File: config.mk
export PLATFORM = sky130hd
export DESIGN_NAME = hazard_scoreboard
export DESIGN_NICKNAME = d
export VERILOG_FILES = /design/src/rtl/hazard_scoreboard.sv
export SDC_FILE = /design/constraint.sdc
export NUM_CORES = 1
export LEC_CHECK = 0
export ABC_AREA = 1
export ABC_CLOCK_PERIOD_IN_PS = 9100
export BUFFER_PORTS_ARGS = -buffer_cell sky130_fd_sc_hd__buf_2
export CAP_MARGIN = 20
export CORE_AREA = 8 8 119 121
export DETAILED_ROUTE_END_ITERATION = 6
export DIE_AREA = 0 0 127 129
export HOLD_SLACK_MARGIN = 0.03
export PLACE_DENSITY = 0.74
export SYNTH_ARGS = -nofsm -noshare
export SYNTH_HDL_FRONTEND = slang
export SYNTH_SLANG_ARGS = --single-unit
export TNS_END_PERCENT = 100
File: constraint.sdc
create_clock -name clk -period 9.1 [get_ports clk]
set_input_delay 1.365 -clock clk [delete_from_list [all_inputs] [get_ports clk]]
set_output_delay 1.365 -clock clk [all_outputs]
set_load 0.005 [all_outputs]
File: src/rtl/hazard_scoreboard.sv
// hazard_scoreboard: in-order register-write scoreboard for an issue stage.
// Tracks up to DEPTH in-flight register-writing ops in a circular FIFO of
// destination indices and keeps a per-register pending-write (busy) vector.
// Issue is stalled on RAW/WAW hazards or when the FIFO is full; completions
// retire the oldest entry, kills squash the youngest entries.
// Optional build macro: HAZARD_SCOREBOARD_BYPASS_EN -- when defined, hazard
// and full are evaluated against post-completion state so an issue blocked
// only by the op completing this cycle goes through in the same cycle.
module hazard_scoreboard #(
  parameter int NREGS   = 32,
  parameter int DEPTH   = 4,
  parameter int R0_ZERO = 1
) (
  input  logic                       clk,
  input  logic                       reset_n,
  input  logic                       iss_valid,
  output logic                       iss_ready,
  input  logic [$clog2(NREGS)-1:0]   iss_rd,
  input  logic [$clog2(NREGS)-1:0]   iss_rs1,
  input  logic [$clog2(NREGS)-1:0]   iss_rs2,
  input  logic                       iss_we,
  input  logic                       iss_use_rs1,
  input  logic                       iss_use_rs2,
  input  logic                       cmp_valid,
  input  logic [$clog2(NREGS)-1:0]   cmp_rd,
  input  logic                       kill_valid,
  input  logic [$clog2(DEPTH):0]     kill_cnt,
  output logic [NREGS-1:0]           busy,
  output logic [$clog2(DEPTH):0]     count,
  output logic                       empty,
  output logic                       full,
  output logic                       err
);

  localparam int RW = $clog2(NREGS);
  localparam int PW = $clog2(DEPTH);
  localparam int CW = PW + 1;

  // FIFO storage and pointers; storage is not reset because only entries
  // between head and tail are ever read.
  logic [RW-1:0]    fifo_rd [DEPTH];
  logic [PW-1:0]    head;
  logic [PW-1:0]    tail;

  // Next-state values
  logic [PW-1:0]    head_n;
  logic [PW-1:0]    tail_n;
  logic [CW-1:0]    count_n;
  logic [NREGS-1:0] busy_n;
  logic             err_n;
  logic [CW-1:0]    kill_n;
  logic             wr_en;

  // Issue qualification
  logic             tracked;
  logic             hazard;
  logic             iss_fire;
  logic [NREGS-1:0] busy_eff;
  logic             full_eff;

  assign empty = (count == '0);
  assign full  = (count == CW'(DEPTH));

  // Register 0 is never tracked when R0_ZERO is set, so writes to it
  // neither occupy a FIFO slot nor set a busy bit.
  assign tracked = iss_we & !((R0_ZERO != 0) && (iss_rd == '0));

`ifdef HAZARD_SCOREBOARD_BYPASS_EN
  // Post-completion view: the head register being retired this cycle is
  // treated as no longer busy, and a retiring slot frees up a full FIFO.
  always_comb begin
    busy_eff = busy;
    if (cmp_valid && !empty) begin
      busy_eff[fifo_rd[head]] = 1'b0;
    end
  end

  assign full_eff = full & !(cmp_valid & !empty);
`else
  // Registered view only: no combinational path from cmp_* to iss_ready,
  // so an issue waits one cycle after the completion it depends on.
  always_comb begin
    busy_eff = busy;
  end

  assign full_eff = full;
`endif

  // RAW on either used source, plus WAW on the destination so that each
  // register has at most one pending write (this keeps busy bits exact).
  assign hazard = (iss_use_rs1 & busy_eff[iss_rs1])
                | (iss_use_rs2 & busy_eff[iss_rs2])
                | (iss_we      & busy_eff[iss_rd]);

  assign iss_ready = !kill_valid & !hazard & !(full_eff & tracked);
  assign iss_fire  = iss_valid & iss_ready;

  // Next-state evaluation in the fixed order completion, kill, issue.
  always_comb begin
    head_n  = head;
    tail_n  = tail;
    count_n = count;
    busy_n  = busy;
    err_n   = err;
    kill_n  = '0;
    wr_en   = 1'b0;

    if (cmp_valid) begin
      if (!empty) begin
        busy_n[fifo_rd[head]] = 1'b0;
        head_n  = head + 1'b1;
        count_n = count - 1'b1;
        if (cmp_rd != fifo_rd[head]) begin
          err_n = 1'b1;
        end
      end else begin
        err_n = 1'b1;
      end
    end

    if (kill_valid) begin
      if (kill_cnt > count_n) begin
        kill_n = count_n;
        err_n  = 1'b1;
      end else begin
        kill_n = kill_cnt;
      end
      for (int i = 0; i < DEPTH; i++) begin
        if (i < int'(kill_n)) begin
          busy_n[fifo_rd[tail - PW'(i + 1)]] = 1'b0;
        end
      end
      tail_n  = tail - PW'(kill_n);
      count_n = count_n - kill_n;
    end

    if (iss_fire && tracked) begin
      wr_en          = 1'b1;
      busy_n[iss_rd] = 1'b1;
      tail_n         = tail_n + 1'b1;
      count_n        = count_n + 1'b1;
    end
  end

  // Control state with asynchronous active-low reset.
  always_ff @(posedge clk or negedge reset_n) begin
    if (!reset_n) begin
      head  <= '0;
      tail  <= '0;
      count <= '0;
      busy  <= '0;
      err   <= 1'b0;
    end else begin
      head  <= head_n;
      tail  <= tail_n;
      count <= count_n;
      busy  <= busy_n;
      err   <= err_n;
    end
  end

  // Enqueue the destination index; issue never coincides with a kill, so
  // the current tail is the write slot.
  always_ff @(posedge clk) begin
    if (wr_en) begin
      fifo_rd[tail] <= iss_rd;
    end
  end

endmodule

==> results of run 1 <==
-- per-stage QoR --
step                instance area, µm²  std cells  utilization
global route                      7200       1359        0.584
detailed placement                6910       1343        0.561
global placement                  6910       1343        0.561
floorplan                         6580       1160            -
finish                            7200       1359        0.584
CTS                               7200       1359        0.584
-- layout by cell type (no fill, tap or decap), drive strengths merged, types with 3 or more instances in the layout --
cell and count:
buf 70, nor3 13, a31oi 3, clkbuf 9, nand3 156, o22ai 4, nand2 460, dfrtp 40
a21boi 3, o211ai 12, a21oi 40, clkinv 6, o21ai 96, nand4 6, inv 142, ha 12
o21a 5, o21bai 8, edfxtp 20, nor2 89
-- cells by family after synthesis --
group,synth area share
compound gates,0.149
buf+inv,0.113
fa+ha+maj,0.0259
simple gates,0.466
flops,0.243
xor+xnor,0.00266
-- flip-flops by register name, indices dropped and copies added (netlist names) --
register / count
fifo_rd: 20
busy: 32
err: 1
head: 2
tail: 2
count: 3
-- where the power goes --
group | switching, mW | internal (mW)
Sequential | 0.116 | 0.347
Combinational | 1.38 | 0.506
Clock | 0.140 | 0.188
Total | 1.64 | 1.04
-- final timing paths --
| check | startpoint | to |
|---|---|---|
| max reg2reg | tail[1] | busy[13] |
| min in group asynchronous | reset_n | busy[0] |
| min reg2reg | err | err |
| min | err | err |
| max in group asynchronous | reset_n | head[1] |
| max | iss_rd[4] | iss_ready |
-- per-layer routing --
metal / GRT usage / vias to the layer above / wire [µm]
met5: 0 / - / 0
met4: 0.141 / 0 / 1010
met3: 0.0699 / 75 / 2670
met2: 0.465 / 497 / 11000
met1: 0.370 / 3474 / 9600
li1: - / 3833 / -
-- cell type report --
cell class | instances | area [µm²]
tap | 150 | 188
clock inverter | 7 | 58.8
multi-input combinational | 920 | 4230
clock buffer | 9 | 225
timing repair buffer | 70 | 353
sequential | 60 | 1600
fill | 1302 | 5120
inverter | 143 | 537
-- worst min-delay path: cells and delay by family (launching register included) --
kind             cells  cell delay (ns)
flip-flops           1             0.34
AO/OA/AOI/OAI        1             0.04
AND/OR/NAND/NOR      1             0.05
==> impl_metrics.env, run 1 <==
export IMPL_slowest_stage="nor3_1"
export IMPL_cts_buffers=9
export IMPL_drv_slew=0
export IMPL_path_cells="buf_2, nor3_1, nand2_1, nand3_1, nand2_1, inv_1, nand3_1, nor2_2, buf_2"
export IMPL_io_pins=70
export IMPL_power_total_mw=2.68
export IMPL_max_clock_freq_ghz=0.209
export IMPL_synthArstFlopShare=0.667
export IMPL_cts_hold_buf=0
export IMPL_clk_path_buf_depth=2
export IMPL_root_buffer="clkbuf_16"
export IMPL_worstPathBufferInverterCount=3
export IMPL_slew_headroom=0.341
export IMPL_period_share=0.526
export IMPL_required_ns=7.74
export IMPL_worstSetupPathDepth=9
export IMPL_worstPathArrival_ns=3.42
export IMPL_cts_tree="yes"
export IMPL_grt_max_degree=41
export IMPL_dp_hpwl_um=19200
export IMPL_ys_top_cells_by_count="455 x nand2_1, 153 x nand3_1, 131 x inv_1"
export IMPL_io_buffers=69
export IMPL_maxCapViolations=0
export IMPL_initial_core_util=0.534
export IMPL_core_area_um2=12300
export IMPL_ys_types=41
export IMPL_power_density_nw_per_um2=372
export IMPL_wl_per_cell_um=17.8
export IMPL_holdCritPathClass="reg -> reg"
export IMPL_skew_ns=0.0114
export IMPL_antenna_found_initial=0
export IMPL_synth_main_ff_cell="dfrtp_1"
export IMPL_drt_iter0_drc=834
export IMPL_worst_setup_path_end_kind="output port"
export IMPL_finalHoldViolations=0
export IMPL_synth_edff_count=20
export IMPL_clk_pin_slew_worst_paths_ns=0.06
export IMPL_tns_ns=0
export IMPL_rsz0062_at_grt="no"
export IMPL_tightest_slew_ns=0.980
export IMPL_synth_top_cell_by_area="nand2_1"
export IMPL_nets=1248
export IMPL_first_pass_iters=7
export IMPL_area_growth_pct=9.38
export IMPL_violations="DRC"
export IMPL_crit_family="simple AND/OR/NAND/NOR gates"
export IMPL_min_path_cells=2
export IMPL_first_global_vias=6941
export IMPL_wl_um=24300
export IMPL_drc=2
export IMPL_post_place_ws_ns=4.35
export IMPL_synthTopCellsByArea="nand2_1 26%, dfrtp_1 15%, nand3_1 12%"
export IMPL_grt_pass1_wl_um=37200
export IMPL_synth_seq_area_share=0.243
export IMPL_clk_latency_ns=0.35
export IMPL_cts_setup_buffers=0
export IMPL_die_h_um=129
export IMPL_ys_seq_elements=60
export IMPL_dieWidth_um=127
export IMPL_path_class="in -> out"
export IMPL_synth_cell_area_um2=6580
export IMPL_r2r_cells=15
export IMPL_whs_ns=0.462
export IMPL_outcome="finished with violations"
export IMPL_grt_usage=0.294
export IMPL_startpoint_type="input port"
export IMPL_post_route_min_period_ns=4.79
export IMPL_diodes=0
export IMPL_place_gp_congestion=1.04
export IMPL_yosysWarnings=0
export IMPL_cp_max_fo=14
export IMPL_finalSetupViolations=0
export IMPL_grt_overflow_total=0
export IMPL_cts_sink_count=60
export IMPL_synth_most_common_cell="nand2_1"
export IMPL_avgSynthCellArea_um2=5.67
export IMPL_viasPerCell=5.80
export IMPL_die_area_um2=16400
export IMPL_max_vdd_ir_drop_v=0.000269
export IMPL_power_leakage_nw=3.65
export IMPL_max_stage_delay_ns=0.77
export IMPL_htreeDepth=3
export IMPL_drive_gt1_frac=0.100
export IMPL_r2r_slack_ns=5.07
export IMPL_yosysTopAreaCellShare=0.260
export IMPL_cts_resized=0
export IMPL_num_vias=7879
export IMPL_num_rows=41
export IMPL_synthesis_nets=1204
export IMPL_syn_inst=1160
export IMPL_ant_nets=0
export IMPL_final_setup_worst_slack_ns=4.31
No activity file was read; power rests on OpenSTA's default activity.
==> inputs of run 2 (changes only) <==
- ABC_CLOCK_PERIOD_IN_PS: 9100 -> 4650
- clock period: 9.1 -> 4.65 ns (I/O delays scaled with it)
==> run 2 against run 1 <==
Effect of this change:
- the run now ends clean
- wire length down 2.3%
- highest routed layer unchanged
- critical path type is now reg -> reg
- via count is 0.88% lower
- die area unchanged
- clock power is 130% higher
- clock-buffer cell count increased by 3
- final cell count increased by 0.44%
- worst hold slack improved by 0.0080 ns
==> impl_metrics.env, run 2 (synthesis results as in run 1) <==
export IMPL_outcome="complete, no violations"
export IMPL_switching_power_mw=3.15
export IMPL_grt_pass1_wl_um=36900
export IMPL_area_growth_pct=10.9
export IMPL_clk_latency_ns=0.34
export IMPL_slowest_stage="fa_1"
export IMPL_htreeDepth=3
export IMPL_internal_power_mw=2.19
export IMPL_grt_max_degree=41
export IMPL_cts_resized=0
export IMPL_slew_headroom=0.373
export IMPL_placed_area_um2=6960
export IMPL_r2r_slack_ns=0.90
export IMPL_pwr_share_clk=0.143
export IMPL_grt_overflow_total=0
export IMPL_finalHoldViolations=0
export IMPL_die_area_um2=16400
export IMPL_max_clock_freq_ghz=0.267
export IMPL_cts_tree="yes"
export IMPL_drive_gt1_frac=0.105
export IMPL_largest_reg_flops=32
export IMPL_antenna_found_initial=0
export IMPL_power_density_nw_per_um2=731
export IMPL_crit_top_cell="nand2_1"
export IMPL_layout_commonest_cell="nand2_1"
export IMPL_finalSetupViolations=0
export IMPL_cp_max_fo=6
export IMPL_place_gp_congestion=1.05
export IMPL_whs_ns=0.470
export IMPL_path_cells="inv_1, ha_1, nand2_2, nand2_1, nand2_1, nand2_1, inv_1, ha_1, nand3_1, a21boi_1, nand2_1, and2_1, inv_1, ha_1, inv_1, fa_1, or2_2, nand3_1, nand3_1, nand2_1, nand2_1, nand2_1, nand3_1, nand2_1"
export IMPL_path_class="reg -> reg"
export IMPL_nets=1254
export IMPL_drc=0
export IMPL_drv_slew=0
export IMPL_mostFrequentLayoutCells="455 x nand2_1, 153 x nand3_1, 131 x inv_1"
export IMPL_grt_usage=0.288
export IMPL_rsz0062_at_grt="no"
export IMPL_wl_um=23700
export IMPL_post_route_min_period_ns=3.75
export IMPL_worst_setup_path_end_kind="register"
export IMPL_dp_hpwl_um=18700
export IMPL_cts_hold_buf=0
export IMPL_r2r_start="count[0]"
export IMPL_fillerInstances=1272
export IMPL_comb_power_share=0.693
export IMPL_tightest_slew_ns=0.940
export IMPL_first_global_vias=6980
export IMPL_num_rows=41
export IMPL_crit_end="count[2]"
export IMPL_r2r_end="count[2]"
export IMPL_swShare=0.590
export IMPL_max_stage_delay_ns=0.42
export IMPL_startpoint_type="register"
export IMPL_holdCritPathClass="reg -> reg"
export IMPL_period_share=0.806
export IMPL_seqPwrFrac=0.164
export IMPL_num_vias=7810
export IMPL_clk_pin_slew_worst_paths_ns=0.06
export IMPL_largest_register="busy"
export IMPL_top_regs="busy (32), fifo_rd (20), count (3)"
export IMPL_clk_path_buf_depth=2
export IMPL_max_vdd_ir_drop_v=0.000443
export IMPL_tns_ns=0
export IMPL_final_util=0.593
export IMPL_skew_ns=0.00488
export IMPL_maxCapViolations=0
export IMPL_power_total_mw=5.34
export IMPL_r2r_cells=24
export IMPL_cts_sink_count=60
export IMPL_required_ns=4.93
export IMPL_power_leakage_nw=3.71
export IMPL_first_pass_iters=6
export IMPL_io_pins=70
export IMPL_initial_core_util=0.534
export IMPL_io_buffers=69
export IMPL_drt_iter0_drc=860
export IMPL_viasPerCell=5.72
export IMPL_diodes=0
export IMPL_core_area_um2=12300
export IMPL_worstPathArrival_ns=4.02
export IMPL_final_area_um2=7300
export IMPL_dieWidth_um=127
export IMPL_die_h_um=129
export IMPL_root_buffer="clkbuf_16"
export IMPL_cts_buffers=9
export IMPL_cts_setup_buffers=0
export IMPL_ant_nets=0
export IMPL_wl_per_cell_um=17.4
export IMPL_startpoint="count[0]"
-- run 2: per-layer routing --
metal	track usage	wire, µm
met1	0.378	9710
met2	0.463	10700
met3	0.0525	2500
met4	0.110	758
met5	0	0
-- run 2: power by group through the flow --
stage,clock network (mW),logic (mW),registers (mW)
global route,0.784,4.12,0.888
detailed placement,0,3.59,0.877
global placement,0,3.58,0.876
CTS,0.758,3.62,0.869
finish,0.762,3.70,0.876
floorplan,0,2.62,0.813
-- run 2: cell type report --
| cell class | instances | area (µm²) | area share |
|---|---|---|---|
| repair buffers | 76 | 398 | 0.0545 |
| multi-input cells | 920 | 4230 | 0.580 |
| inverters | 143 | 537 | 0.0736 |
| clock buffers | 12 | 289 | 0.0396 |
| well taps | 150 | 188 | 0.0257 |
| flip-flops and latches | 60 | 1600 | 0.219 |
| clock inverters | 4 | 51.3 | 0.00703 |
-- run 2: worst max-delay path: cells and delay by family (launching register included) --
| family | cells | cell delay, ns |
|---|---|---|
| fa+ha+maj | 4 | 1.07 |
| compound gates | 1 | 0.27 |
| simple gates | 15 | 1.65 |
| flops | 1 | 0.39 |
| buf+inv | 4 | 0.30 |
-- run 2: how the worst min path moves through the flow --
stage          depth (start not counted)  slack [ns]  endpoint     from
2_1_floorplan                          0        0.40   busy[0]  reset_n
3_3_place_gp                           2        0.45       err      err
3_5_place_dp                           2        0.46       err      err
4_1_cts                                2        0.47       err      err
5_1_grt                                2        0.49       err      err
6_report                               2        0.47       err      err
-- run 2: metrics by stage --
step / setup slack (ns) / instances
floorplan: 1.29 / 1160
global placement: 0.924 / 1349
detailed placement: 0.836 / 1349
CTS: 0.910 / 1365
global route: 0.553 / 1365
finish: 0.904 / 1365
==> inputs of run 3 (changes only) <==
- ABC_CLOCK_PERIOD_IN_PS: 4650 -> 3750
- clock period: 4.65 -> 3.75 ns (I/O delays scaled with it)
==> run 3 against run 2 <==
Effect of this change:
- final cell count is 0.51% higher
- total power is 25% higher
- combinational power is 29% higher
- non-clock buffer count is 7 higher
- largest cell class unchanged
==> impl_metrics.env, run 3 (synthesis results as in run 1) <==
export IMPL_die_h_um=129
export IMPL_startpoint_type="register"
export IMPL_htreeDepth=3
export IMPL_r2r_slack_ns=0.16
export IMPL_die_area_um2=16400
export IMPL_cp_max_fo=6
export IMPL_io_pins=70
export IMPL_swShare=0.600
export IMPL_finalHoldViolations=0
export IMPL_slowest_stage="fa_1"
export IMPL_holdCritPathClass="in -> async"
export IMPL_largest_reg_flops=32
export IMPL_post_place_ws_ns=0.0804
export IMPL_crit_top_cell="nand2_1"
export IMPL_first_pass_iters=6
export IMPL_ant_nets=0
export IMPL_top_regs="busy (32), fifo_rd (20), count (3)"
export IMPL_tightest_slew_ns=0.967
export IMPL_wl_per_cell_um=17.3
export IMPL_dp_cells=1353
export IMPL_cts_sink_count=60
export IMPL_skew_ns=0.0125
export IMPL_clk_latency_ns=0.36
export IMPL_layout_commonest_cell="nand2_1"
export IMPL_drt_iter0_drc=828
export IMPL_first_global_vias=6978
export IMPL_pwr_share_clk=0.120
export IMPL_grt_pass1_wl_um=36900
export IMPL_mostFrequentLayoutCells="453 x nand2_1, 151 x nand3_1, 129 x inv_1"
export IMPL_max_vdd_ir_drop_v=0.000484
export IMPL_diodes=0
export IMPL_cts_hold_buf=0
export IMPL_place_gp_congestion=1.03
export IMPL_max_stage_delay_ns=0.43
export IMPL_num_vias=7878
export IMPL_area_growth_pct=11.9
export IMPL_crit_end="count[2]"
export IMPL_clk_path_buf_depth=2
export IMPL_drc=0
export IMPL_power_density_nw_per_um2=904
export IMPL_max_clock_freq_ghz=0.279
export IMPL_power_total_mw=6.65
export IMPL_seqPwrFrac=0.163
export IMPL_clk_pin_slew_worst_paths_ns=0.06
export IMPL_final_cells=1372
export IMPL_slew_headroom=0.356
export IMPL_grt_usage=0.288
export IMPL_r2r_start="count[0]"
export IMPL_switching_power_mw=3.99
export IMPL_comb_power_share=0.717
export IMPL_internal_power_mw=2.66
export IMPL_path_class="reg -> reg"
export IMPL_nets=1261
export IMPL_io_buffers=69
export IMPL_num_rows=41
export IMPL_final_setup_worst_slack_ns=0.160
export IMPL_antenna_found_initial=0
export IMPL_worstPathArrival_ns=3.89
export IMPL_drive_gt1_frac=0.119
export IMPL_cts_buffers=9
export IMPL_maxCapViolations=0
export IMPL_drv_slew=0
export IMPL_cts_tree="yes"
export IMPL_r2r_cells=25
export IMPL_viasPerCell=5.74
export IMPL_largest_register="busy"
export IMPL_period_share=0.957
export IMPL_dp_hpwl_um=18700
export IMPL_core_area_um2=12300
export IMPL_wl_um=23800
export IMPL_outcome="complete, no violations"
export IMPL_power_leakage_nw=3.73
export IMPL_finalSetupViolations=0
export IMPL_post_route_min_period_ns=3.59
export IMPL_worst_setup_path_end_kind="register"
export IMPL_grt_overflow_total=0
export IMPL_whs_ns=0.355
export IMPL_dieWidth_um=127
export IMPL_r2r_end="count[2]"
export IMPL_final_util=0.598
export IMPL_root_buffer="clkbuf_16"
export IMPL_grt_max_degree=41
export IMPL_initial_core_util=0.534
export IMPL_startpoint="count[0]"
export IMPL_required_ns=4.05
run 3: worst max-delay path: cells and delay by family (launching register included):
family	cells	cell delay, ns
buffers and inverters	4	0.33
and+or+nand+nor	17	1.72
adders and majority gates	4	1.06
DFF	1	0.41
run 3: cell type report:
type / instances / area, µm²
timing repair buffer: 83 / 450
clock buffer: 9 / 225
clock inverter: 7 / 58.8
tap: 150 / 188
sequential: 60 / 1600
multi-input combinational: 920 / 4300
inverter: 143 / 537
fill: 1270 / 4950
run 3: stage by stage:
step / cell area, µm² / setup TNS [ns]
CTS: 7270 / 0
floorplan: 6580 / 0
detailed placement: 6990 / 0
global route: 7360 / -0.0786
finish: 7360 / 0
global placement: 6990 / 0
run 3: power by group through the flow:
stage | combinational, mW | clock [mW] | sequential (mW)
after floorplan | 3.24 | 0 | 1.01
after global placement | 4.43 | 0 | 1.08
after detailed placement | 4.47 | 0 | 1.09
after CTS | 4.50 | 0.796 | 1.07
after global routing | 5.27 | 0.820 | 1.10
final | 4.77 | 0.795 | 1.09
run 3: worst min-delay path by stage:
stage	from	to	slack, ns	depth (start not counted)
2_1_floorplan	reset_n	busy[0]	0.27	0
3_3_place_gp	err	err	0.45	2
3_5_place_dp	err	err	0.45	2
4_1_cts	reset_n	busy[1]	0.39	1
5_1_grt	reset_n	busy[1]	0.45	1
6_report	reset_n	busy[1]	0.36	1
run 3: what timing repair did:
item	4_1_cts	5_1_grt
setup buffers	0	3
resized for setup	0	16
endpoints found under the setup margin	0	2
run 3: metal layers:
metal	vias to the layer above	share of wire	global-route usage
li1	3861	-	-
met2	425	0.46	0.453
met4	0	0.033	0.115
met3	65	0.093	0.0563
met1	3527	0.42	0.381
met5	-	0	0
